### src/rtl/vga_timing_gen_if.sv
// Pixel-side bundle of the VGA timing generator: pixel strobe, (x,y) requests,
// returned source colour, DAC pins and line/frame strobes.
interface vga_timing_gen_if #(
   parameter int CNT_W   = 11,
   parameter int COLOR_W = 4
);
   logic               pix_en;
   logic [CNT_W-1:0]   req_x;
   logic [CNT_W-1:0]   req_y;
   logic               req_de;
   logic [COLOR_W-1:0] src_r;
   logic [COLOR_W-1:0] src_g;
   logic [COLOR_W-1:0] src_b;
   logic [COLOR_W-1:0] vga_r;
   logic [COLOR_W-1:0] vga_g;
   logic [COLOR_W-1:0] vga_b;
   logic               vga_hs;
   logic               vga_vs;
   logic               line_start;
   logic               frame_start;

   modport master (
      input  pix_en, src_r, src_g, src_b,
      output req_x, req_y, req_de, vga_r, vga_g, vga_b, vga_hs, vga_vs,
             line_start, frame_start
   );

   modport slave (
      output pix_en, src_r, src_g, src_b,
      input  req_x, req_y, req_de, vga_r, vga_g, vga_b, vga_hs, vga_vs,
             line_start, frame_start
   );
endinterface

### src/rtl/vga_timing_gen.sv
// VGA raster timing generator: H/V counters, pixel requests, and a delay line
// that keeps sync and data-enable aligned with colour returned by the source.
module vga_timing_gen #(
   parameter int H_ACTIVE = 800,
   parameter int H_FP     = 56,
   parameter int H_SYNC   = 120,
   parameter int H_BP     = 64,
   parameter int V_ACTIVE = 600,
   parameter int V_FP     = 37,
   parameter int V_SYNC   = 6,
   parameter int V_BP     = 23,
   parameter bit H_POL    = 1'b1,
   parameter bit V_POL    = 1'b1,
   parameter int COLOR_W  = 4,
   parameter int PIPE_LAT = 1,
   parameter int CNT_W    = 11
) (
   input  logic             clk,
   input  logic             rst,
   vga_timing_gen_if.master vif
);
   localparam int H_TOTAL = H_ACTIVE + H_FP + H_SYNC + H_BP;
   localparam int V_TOTAL = V_ACTIVE + V_FP + V_SYNC + V_BP;

   localparam logic [CNT_W-1:0] H_LAST     = CNT_W'(H_TOTAL - 1);
   localparam logic [CNT_W-1:0] V_LAST     = CNT_W'(V_TOTAL - 1);
   localparam logic [CNT_W-1:0] H_ACT_END  = CNT_W'(H_ACTIVE);
   localparam logic [CNT_W-1:0] V_ACT_END  = CNT_W'(V_ACTIVE);
   localparam logic [CNT_W-1:0] HS_START   = CNT_W'(H_ACTIVE + H_FP);
   localparam logic [CNT_W-1:0] HS_END     = CNT_W'(H_ACTIVE + H_FP + H_SYNC);
   localparam logic [CNT_W-1:0] VS_START   = CNT_W'(V_ACTIVE + V_FP);
   localparam logic [CNT_W-1:0] VS_END     = CNT_W'(V_ACTIVE + V_FP + V_SYNC);

   logic [CNT_W-1:0] h_q, h_d;
   logic [CNT_W-1:0] v_q, v_d;

   always_comb begin
      // NOTE: every combinational output gets a default first so no path leaves it unassigned (no latch).
      h_d = h_q;
      v_d = v_q;
      if (vif.pix_en) begin
         if (h_q == H_LAST) begin
            h_d = '0;
            v_d = (v_q == V_LAST) ? '0 : v_q + 1'b1;
         end else begin
            h_d = h_q + 1'b1;
         end
      end
   end

   always_ff @(posedge clk) begin
      // NOTE: state registers use non-blocking assignments so all flops update from pre-edge values.
      if (rst) begin
         h_q <= '0;
         v_q <= '0;
      end else begin
         h_q <= h_d;
         v_q <= v_d;
      end
   end

   // Raw timing, active-high, in {hs, vs, de} order through the delay line.
   logic [2:0] raw_tim;
   logic [2:0] dly_tim;

   assign raw_tim = {(h_q >= HS_START) && (h_q < HS_END),
                     (v_q >= VS_START) && (v_q < VS_END),
                     (h_q < H_ACT_END) && (v_q < V_ACT_END)};

   generate
      if (PIPE_LAT == 0) begin : g_no_dly
         assign dly_tim = raw_tim;
      end else begin : g_dly
         logic [2:0] pipe_q [PIPE_LAT];

         always_ff @(posedge clk) begin
            // NOTE: the delay line is reset, unlike a RAM, so the first frame starts blanked with syncs inactive.
            if (rst) begin
               for (int i = 0; i < PIPE_LAT; i++) pipe_q[i] <= '0;
            end else if (vif.pix_en) begin
               pipe_q[0] <= raw_tim;
               for (int i = 1; i < PIPE_LAT; i++) pipe_q[i] <= pipe_q[i-1];
            end
         end

         assign dly_tim = pipe_q[PIPE_LAT-1];
      end
   endgenerate

   logic [COLOR_W-1:0] vga_r_q, vga_r_d;
   logic [COLOR_W-1:0] vga_g_q, vga_g_d;
   logic [COLOR_W-1:0] vga_b_q, vga_b_d;
   logic               vga_hs_q, vga_hs_d;
   logic               vga_vs_q, vga_vs_d;

   // Blanking forces black regardless of what the source returns.
   always_comb begin
      vga_r_d  = dly_tim[0] ? vif.src_r : '0;
      vga_g_d  = dly_tim[0] ? vif.src_g : '0;
      vga_b_d  = dly_tim[0] ? vif.src_b : '0;
      vga_hs_d = H_POL ? dly_tim[2] : ~dly_tim[2];
      vga_vs_d = V_POL ? dly_tim[1] : ~dly_tim[1];
   end

   always_ff @(posedge clk) begin
      if (rst) begin
         vga_r_q  <= '0;
         vga_g_q  <= '0;
         vga_b_q  <= '0;
         vga_hs_q <= ~H_POL;
         vga_vs_q <= ~V_POL;
      end else if (vif.pix_en) begin
         vga_r_q  <= vga_r_d;
         vga_g_q  <= vga_g_d;
         vga_b_q  <= vga_b_d;
         vga_hs_q <= vga_hs_d;
         vga_vs_q <= vga_vs_d;
      end
   end

   assign vif.req_x       = h_q;
   assign vif.req_y       = v_q;
   assign vif.req_de      = raw_tim[0];
   assign vif.vga_r       = vga_r_q;
   assign vif.vga_g       = vga_g_q;
   assign vif.vga_b       = vga_b_q;
   assign vif.vga_hs      = vga_hs_q;
   assign vif.vga_vs      = vga_vs_q;
   assign vif.line_start  = vif.pix_en && (h_q == '0);
   assign vif.frame_start = vif.pix_en && (h_q == '0) && (v_q == '0);
endmodule

### src/flat_wrapper.sv
// flat-port wrapper written by rule: the top's interface ports become plain ports
module vga_timing_gen_flat 
#(
   parameter int H_ACTIVE = 800,
   parameter int H_FP     = 56,
   parameter int H_SYNC   = 120,
   parameter int H_BP     = 64,
   parameter int V_ACTIVE = 600,
   parameter int V_FP     = 37,
   parameter int V_SYNC   = 6,
   parameter int V_BP     = 23,
   parameter bit H_POL    = 1'b1,
   parameter bit V_POL    = 1'b1,
   parameter int COLOR_W  = 4,
   parameter int PIPE_LAT = 1,
   parameter int CNT_W    = 11
)
  (clk, rst, vif_pix_en, vif_src_r, vif_src_g, vif_src_b, vif_req_x, vif_req_y, vif_req_de, vif_vga_r, vif_vga_g, vif_vga_b, vif_vga_hs, vif_vga_vs, vif_line_start, vif_frame_start);
  vga_timing_gen_if #(.CNT_W(CNT_W), .COLOR_W(COLOR_W)) vif_i ();
  input  logic clk;
  input  logic rst;
  input wire logic [$bits(vif_i.pix_en)-1:0] vif_pix_en;
  input wire logic [$bits(vif_i.src_r)-1:0] vif_src_r;
  input wire logic [$bits(vif_i.src_g)-1:0] vif_src_g;
  input wire logic [$bits(vif_i.src_b)-1:0] vif_src_b;
  output wire logic [$bits(vif_i.req_x)-1:0] vif_req_x;
  output wire logic [$bits(vif_i.req_y)-1:0] vif_req_y;
  output wire logic [$bits(vif_i.req_de)-1:0] vif_req_de;
  output wire logic [$bits(vif_i.vga_r)-1:0] vif_vga_r;
  output wire logic [$bits(vif_i.vga_g)-1:0] vif_vga_g;
  output wire logic [$bits(vif_i.vga_b)-1:0] vif_vga_b;
  output wire logic [$bits(vif_i.vga_hs)-1:0] vif_vga_hs;
  output wire logic [$bits(vif_i.vga_vs)-1:0] vif_vga_vs;
  output wire logic [$bits(vif_i.line_start)-1:0] vif_line_start;
  output wire logic [$bits(vif_i.frame_start)-1:0] vif_frame_start;
  assign vif_i.pix_en = vif_pix_en;
  assign vif_i.src_r = vif_src_r;
  assign vif_i.src_g = vif_src_g;
  assign vif_i.src_b = vif_src_b;
  assign vif_req_x = vif_i.req_x;
  assign vif_req_y = vif_i.req_y;
  assign vif_req_de = vif_i.req_de;
  assign vif_vga_r = vif_i.vga_r;
  assign vif_vga_g = vif_i.vga_g;
  assign vif_vga_b = vif_i.vga_b;
  assign vif_vga_hs = vif_i.vga_hs;
  assign vif_vga_vs = vif_i.vga_vs;
  assign vif_line_start = vif_i.line_start;
  assign vif_frame_start = vif_i.frame_start;
  vga_timing_gen #(.H_ACTIVE(H_ACTIVE), .H_FP(H_FP), .H_SYNC(H_SYNC), .H_BP(H_BP), .V_ACTIVE(V_ACTIVE), .V_FP(V_FP), .V_SYNC(V_SYNC), .V_BP(V_BP), .H_POL(H_POL), .V_POL(V_POL), .COLOR_W(COLOR_W), .PIPE_LAT(PIPE_LAT), .CNT_W(CNT_W)) u_core (.clk(clk), .rst(rst), .vif(vif_i));
endmodule
### config.mk
export PLATFORM = sky130hd
export DESIGN_NAME = vga_timing_gen_flat
export DESIGN_NICKNAME = d
export VERILOG_FILES = /design/src/rtl/vga_timing_gen_if.sv /design/src/rtl/vga_timing_gen.sv /design/src/flat_wrapper.sv
export SDC_FILE = /design/constraint.sdc
export NUM_CORES = 1
export LEC_CHECK = 0
export ABC_AREA = 1
export BUFFER_PORTS_ARGS = -buffer_cell sky130_fd_sc_hd__buf_4
export CORE_MARGIN = 2
export CORE_UTILIZATION = 45
export DETAILED_ROUTE_END_ITERATION = 8
export HOLD_SLACK_MARGIN = 0.12
export MAX_ROUTING_LAYER = met4
export PLACE_DENSITY_LB_ADDON = 0.05
export SYNTH_ARGS = -nofsm -noshare
export SYNTH_HDL_FRONTEND = slang
export SYNTH_SLANG_ARGS = --single-unit
### constraint.sdc
create_clock -name clk -period 2 [get_ports clk]
set_input_delay 0.4 -clock clk [delete_from_list [all_inputs] [get_ports clk]]
set_output_delay 0.4 -clock clk [all_outputs]
set_load 0.02 [all_outputs]
* Word level (Yosys, flattened, before mapping)
Memory sizes are Yosys's and may differ from the RTL's. Cells that the tools add are included.
Operators by class: $add $sub $neg 2, order comparisons 6, eq/ne operators 2, mux-type cells 12, reduce and logical (&&, ||, !) cells 9
Operator list (number):
- 11-bit by 10-bit < comparator with 1-bit output, second input constant | 4
- 11-bit by 1-bit adder with 11-bit output, second input constant | 2
- 11-bit by 10-bit greater-or-equal comparator with 1-bit output, second input constant | 2
- 11-bit logical NOT | 2
- 11-bit two-way mux | 2
- 4-bit two-way mux | 3
- 11-bit by 10-bit == test with 1-bit output, second input constant | 1
- 11-bit == test, second input constant | 1
- 1-bit two-way mux | 6
- 1-bit logical AND | 5
- 3-bit two-way mux | 1
- 3-bit OR reduction | 1
- 2-bit AND reduction | 1
Storage, ports and cells: register bits 36, memory bits (writable) 3, bits of input ports 15, output and inout port bits 39, word-level logic and storage cells 39, memories 1
Memories:
- u_core.g_dly.pipe_q | depth 1, width 3, read ports 1, clocked after Yosys merged registers in 0, wr ports 1, RTL line vga_timing_gen.sv:74 | logic [2:0] pipe_q [PIPE_LAT];

* Logic depth before layout (Yosys ltp)
depth in word-level cells 5, mapped depth 10, gate-level depth less buffers 10

* Worst setup path before layout
Ideal clock, no wire load.
kind reg2out, start reg u_core.h_q[0], in the netlist u_core.vif.req_x[0], end out vif_frame_start, arrival 1.199 ns, data required time 1.600 ns, setup slack 0.401 ns, cell stages (with the launch flop) 7, path buffers 0, path through dfxtp_1 inv_1 ha_1 nand3_1 nor3_1 nand2_1 nor2_1
Between the ends: cells in the longest elaborated chain, start to end 3
Ends and longest elaborated chain:
- start, declared | RTL line vga_timing_gen.sv:34 | logic [CNT_W-1:0] h_q, h_d;
- start signal, assigned | RTL line vga_timing_gen.sv:54 | h_q <= '0;
- start signal, assigned | RTL line vga_timing_gen.sv:57 | h_q <= h_d;
- 11-bit logical NOT | RTL line vga_timing_gen.sv:130 | assign vif.frame_start = vif.pix_en && (h_q == '0) && (v_q == '0);
- 1-bit logical AND (2 in series) | RTL line vga_timing_gen.sv:130
- end, declared | RTL line flat_wrapper.sv:35 | output wire logic [$bits(vif_i.frame_start)-1:0] vif_frame_start;
Every way passes these cells.

* Worst setup path after layout
start reg u_core.h_q[8], in the netlist u_core.vif.req_x[8], end out vif_frame_start
The elaborated chain is that of the path after synthesis.

==> results.txt <==
- Antenna violations before repair: 0
- Slowest library cell on the worst path: sky130_fd_sc_hd__dfxtp_1
- DIE HEIGHT: 71.63 um
- Synthesis inferred 39 register bits.
- Summed over all nets, the half-perimeter wirelength after detailed placement is 3688 um.
- Clock-pin slew was measured on the worst setup and hold paths at 0.08 ns.
* Met3 wirelength from detailed routing: 263 um
* Detailed-route wire length per cell: 12.52 um
- Of the post-synthesis cell area, the dominant cell type holds 35.02%.
* Wire length of the first global-routing pass: 8756 um
- Setup violations remaining at the end of the flow were counted as 0.
* Maximum clock rate: 531.4 MHz
- No sink is reached through more buffers than the 2 on the longest clock path.
- Synthesized area per cell: 6.907 um2
- The via count of the first global-routing pass is 1,892.
- Count of nets left with antenna violations after detail routing: 0
- The run finished with clean final reports.
- The die is 71.63 um wide.
* Post-synthesis sequential area ratio: 39.39%
- In this run, placement finished with an instance count of 397.
- Via-per-instance ratio: 5.089
- The share of total power dissipated in sequential elements is 49.6%.
- Clock share of power: 41.6%
- The worst path needs 1.882 ns of the cycle, external delays included.
* I/O pin count: 54
- Counting instances in the post-synthesis netlist gives the leading cell types as sky130_fd_sc_hd__nand2_1, sky130_fd_sc_hd__dfxtp_1, sky130_fd_sc_hd__inv_1.
- WS Path Type: flip-flop to output pin
- For the final routed database, the setup TNS stands at 0 ns.
- At the end of the flow, the number of nets in the layout was 372.
* Full die area: 5131 um2
- Measured against its own limit, the worst slew margin works out to 73.86%.
- Of the cells placed in the final design, the portion with a size suffix greater than 1 is 22.95%.
* Synth async-reset ratio: 0%
- Maximum Capacitance Violations: 0
- CP startpoint: u_core.vif.req_x[8]
* Pre-antenna DRT Iters: 4
- The number of antenna diodes in the final layout is 0.
- The worst hold path passes through 3 cells.
- In this run the number of cells on the critical path is 6.
- The total count of max-transition violations in the final report is 0.
* Cell occurring most often along the worst timing path: sky130_fd_sc_hd__nor2_1
* Number of distinct standard cells referenced by the synthesized netlist: 29
- Counting flops with a built-in enable in the synthesized netlist gives 3.
- Maximum resistive drop on vdd: 0.3466 mV
- Deepest level of the CTS H-tree: 2
- Layout Cell Area excl Fill: 2633 um2
- Internal: 0.001268 W
- Combinational logic is responsible for 8.7% of the overall power.
* Total net switching power: 0.0003838 W
- Number of instances in the synthesized netlist: 298
* Clock tree from TritonCTS: built
- Among all flip-flop cells after synthesis, the most frequent one is sky130_fd_sc_hd__dfxtp_1.
- The final count of hold timing violations was 0.
- STA puts the critical path data arrival time at 1.48 ns.
- The synthesized netlist occupies a cell area of 2058 um2.
* Initial detailed-routing violation count: 143
- Of all nets on the critical path, the largest fanout is 7.
- At the pin with the least slew margin, the transition time is 0.3921 ns.
- Cell-by-cell listing of the critical path: nor2_1 > inv_1 > nor2_1 > nand2_1 > nor2_1 > buf_4
- When the netlist entered floorplanning its net count stood at 318.
* Total power divided by cell area: 627.5 nW/um2
- In the final routing, the length of wire on met1 measures 2396 um.
* Start of the worst register-to-register path: u_core.vif.req_y[0]
- The worst hold path belongs to the class input port to flip-flop.
- The worst register-to-register path has a depth of 8.
- In the final layout, flip-flops and latches occupy 812.0 um2.
- Data on the critical path is required at its endpoint by 1.60 ns.
- After global routing the overflow that remains totals 0.
* DR WL met2: 2365 um
- STA classifies the critical path endpoint as an output pin.
- Sw Share: 23.23%
- Wires add up to 5072 um.
- The layout has 437 filler cells.
* GRT Util Overall: 22.10%
* Lkg Pwr: 1.234 nW
- The critical path contains buffers and inverters numbering 2 combined.
- Gate family responsible for the most delay along the worst path: simple AND/OR/NAND/NOR gates
- In the routed design, unresolved DRC markers number 0.
- Yosys top cell by area: sky130_fd_sc_hd__dfxtp_1
- The count of cells in the finished layout, fillers not included, comes to 405.
- Effective utilization at floorplan: 46.95%
* Vias: 2,061
- Setup repair after global routing left no endpoint under its margin.
- Worst path max stage delay: 0.38 ns
- Cell area after placement: 2502 um2
- Kind of launch point of the worst setup path: flip-flop
- Entering global routing, the biggest net connects 24 pins.
- Library cell with the highest instance count after synthesis: sky130_fd_sc_hd__nand2_1
* Count of buffers inserted at the top-level ports: 53
- Of the available clock period, the critical path in the final layout requires 94.10%.
- Clock sink total: 39
- Multi-input logic area: 1079 um2
* Area Growth Syn to Fin: 27.90%
- Cell Rows: 24
* Highest metal layer with signal wires: met4
* Inserted Clock Buffers: 5
- For this run, the number of Yosys warnings is 0.
- Routability Congestion: 0.8881
* CTS root buffer: sky130_fd_sc_hd__clkbuf_8
- CTS Hold Buffers Added: 0
* Final clock skew: 0.005987 ns
- The region available for standard cell placement spans 4384 um2.
- At the later pin of the worst-skew pair, clock insertion delay measures 0.29 ns.
- By area the synthesized netlist is led by sky130_fd_sc_hd__dfxtp_1, sky130_fd_sc_hd__nand2_1, sky130_fd_sc_hd__nand3_1, sky130_fd_sc_hd__inv_1, sky130_fd_sc_hd__nor2_1.
- HP Start: vif_src_r[0]
-- tightest hold or removal path, delay by kind of cell --
family	cells	cell delay, ns
and+or+nand+nor	1	0.07
AOI/OAI and AO/OA	1	0.06
buffers and inverters	1	0.11
-- layout make-up --
cell class	instances	area share, %
Inverter	39	5.561
Multi-Input combinational cell	212	40.97
Clock buffer	6	3.137
Timing Repair Buffer	55	15.68
Clock inverter	2	1.331
Tap cell	52	2.471
Sequential cell	39	30.85
-- routing by layer --
metal	vias to the layer above	global-route usage (%)
met4	0	7.547
met5	-	-
met3	6	4.641
met2	60	33.23
li1	1074	-
met1	921	29.65
-- power by group through the flow --
stage / clock [W] / sequential (W) / combinational (W)
global placement: 0 / 0.000839 / 0.000146
detailed placement: 0 / 0.000839 / 0.000146
floorplan: 0 / 0.000849 / 0.0000650
global route: 0.000725 / 0.000824 / 0.000160
CTS: 0.000710 / 0.000820 / 0.000147
finish: 0.000688 / 0.000820 / 0.000144
-- per-stage QoR --
| stage | util, % | power [W] | hold slack, ns | setup slack (ns) |
|---|---|---|---|---|
| after detailed placement | 57.08 | 0.0009845 | 0.4278 | 0.3719 |
| after global placement | 57.08 | 0.0009842 | 0.4161 | 0.4147 |
| after global routing | 60.05 | 0.001709 | 0.3875 | 0.002098 |
| after CTS | 59.76 | 0.001677 | 0.3706 | 0.04022 |
| final | 60.05 | 0.001652 | 0.3795 | 0.1181 |
| after floorplan | - | 0.0009141 | 0.4119 | 0.4012 |
-- flip-flops by register name, indices dropped and copies added (netlist names) --
signal,cells
u_core.g_dly.pipe_q,3
u_core.vif.req_x,11
u_core.vif.req_y,11
u_core.vif.vga_b,4
u_core.vif.vga_g,4
u_core.vif.vga_hs,1
u_core.vif.vga_r,4
u_core.vif.vga_vs,1
-- path summary, 6_finish.rpt --
check	end	slack (ns)
setup reg to reg	u_core.vif.req_y[10]	0.38
hold reg to reg	u_core.vif.vga_hs	0.45
hold / removal	u_core.vif.vga_r[0]	0.38
setup / recovery	vif_frame_start	0.12
-- cell usage in the layout, fill, tap and decap left out, types with 3 or more instances in the layout --
cell	count
sky130_fd_sc_hd__inv_1	35
sky130_fd_sc_hd__ha_1	5
sky130_fd_sc_hd__nor2_4	3
sky130_fd_sc_hd__clkbuf_8	6
sky130_fd_sc_hd__nand2_2	4
sky130_fd_sc_hd__dfxtp_1	35
sky130_fd_sc_hd__nor3_1	7
sky130_fd_sc_hd__nand2_1	67
sky130_fd_sc_hd__edfxtp_1	3
sky130_fd_sc_hd__xor2_1	6
sky130_fd_sc_hd__nor2_1	35
sky130_fd_sc_hd__o21ai_0	4
sky130_fd_sc_hd__buf_4	55
sky130_fd_sc_hd__nand4_1	9
sky130_fd_sc_hd__inv_2	3
sky130_fd_sc_hd__a21oi_1	23
sky130_fd_sc_hd__nand3_1	35
-- timing repair --
action / 4_1_cts / 5_1_grt
buffers inserted: 0 / 0
setup endpoints to repair: 0 / 2
gates resized for setup: 0 / 4
-- kinds of logic after synthesis --
group / synth area share [%]
AOI/OAI and AO/OA: 8.936
xor gates and xnor gates: 2.553
adders and majority gates: 3.040
buffers and inverters: 8.754
DFF: 39.39
and+or+nand+nor: 37.33
Power figures use the tool's default switching activity.
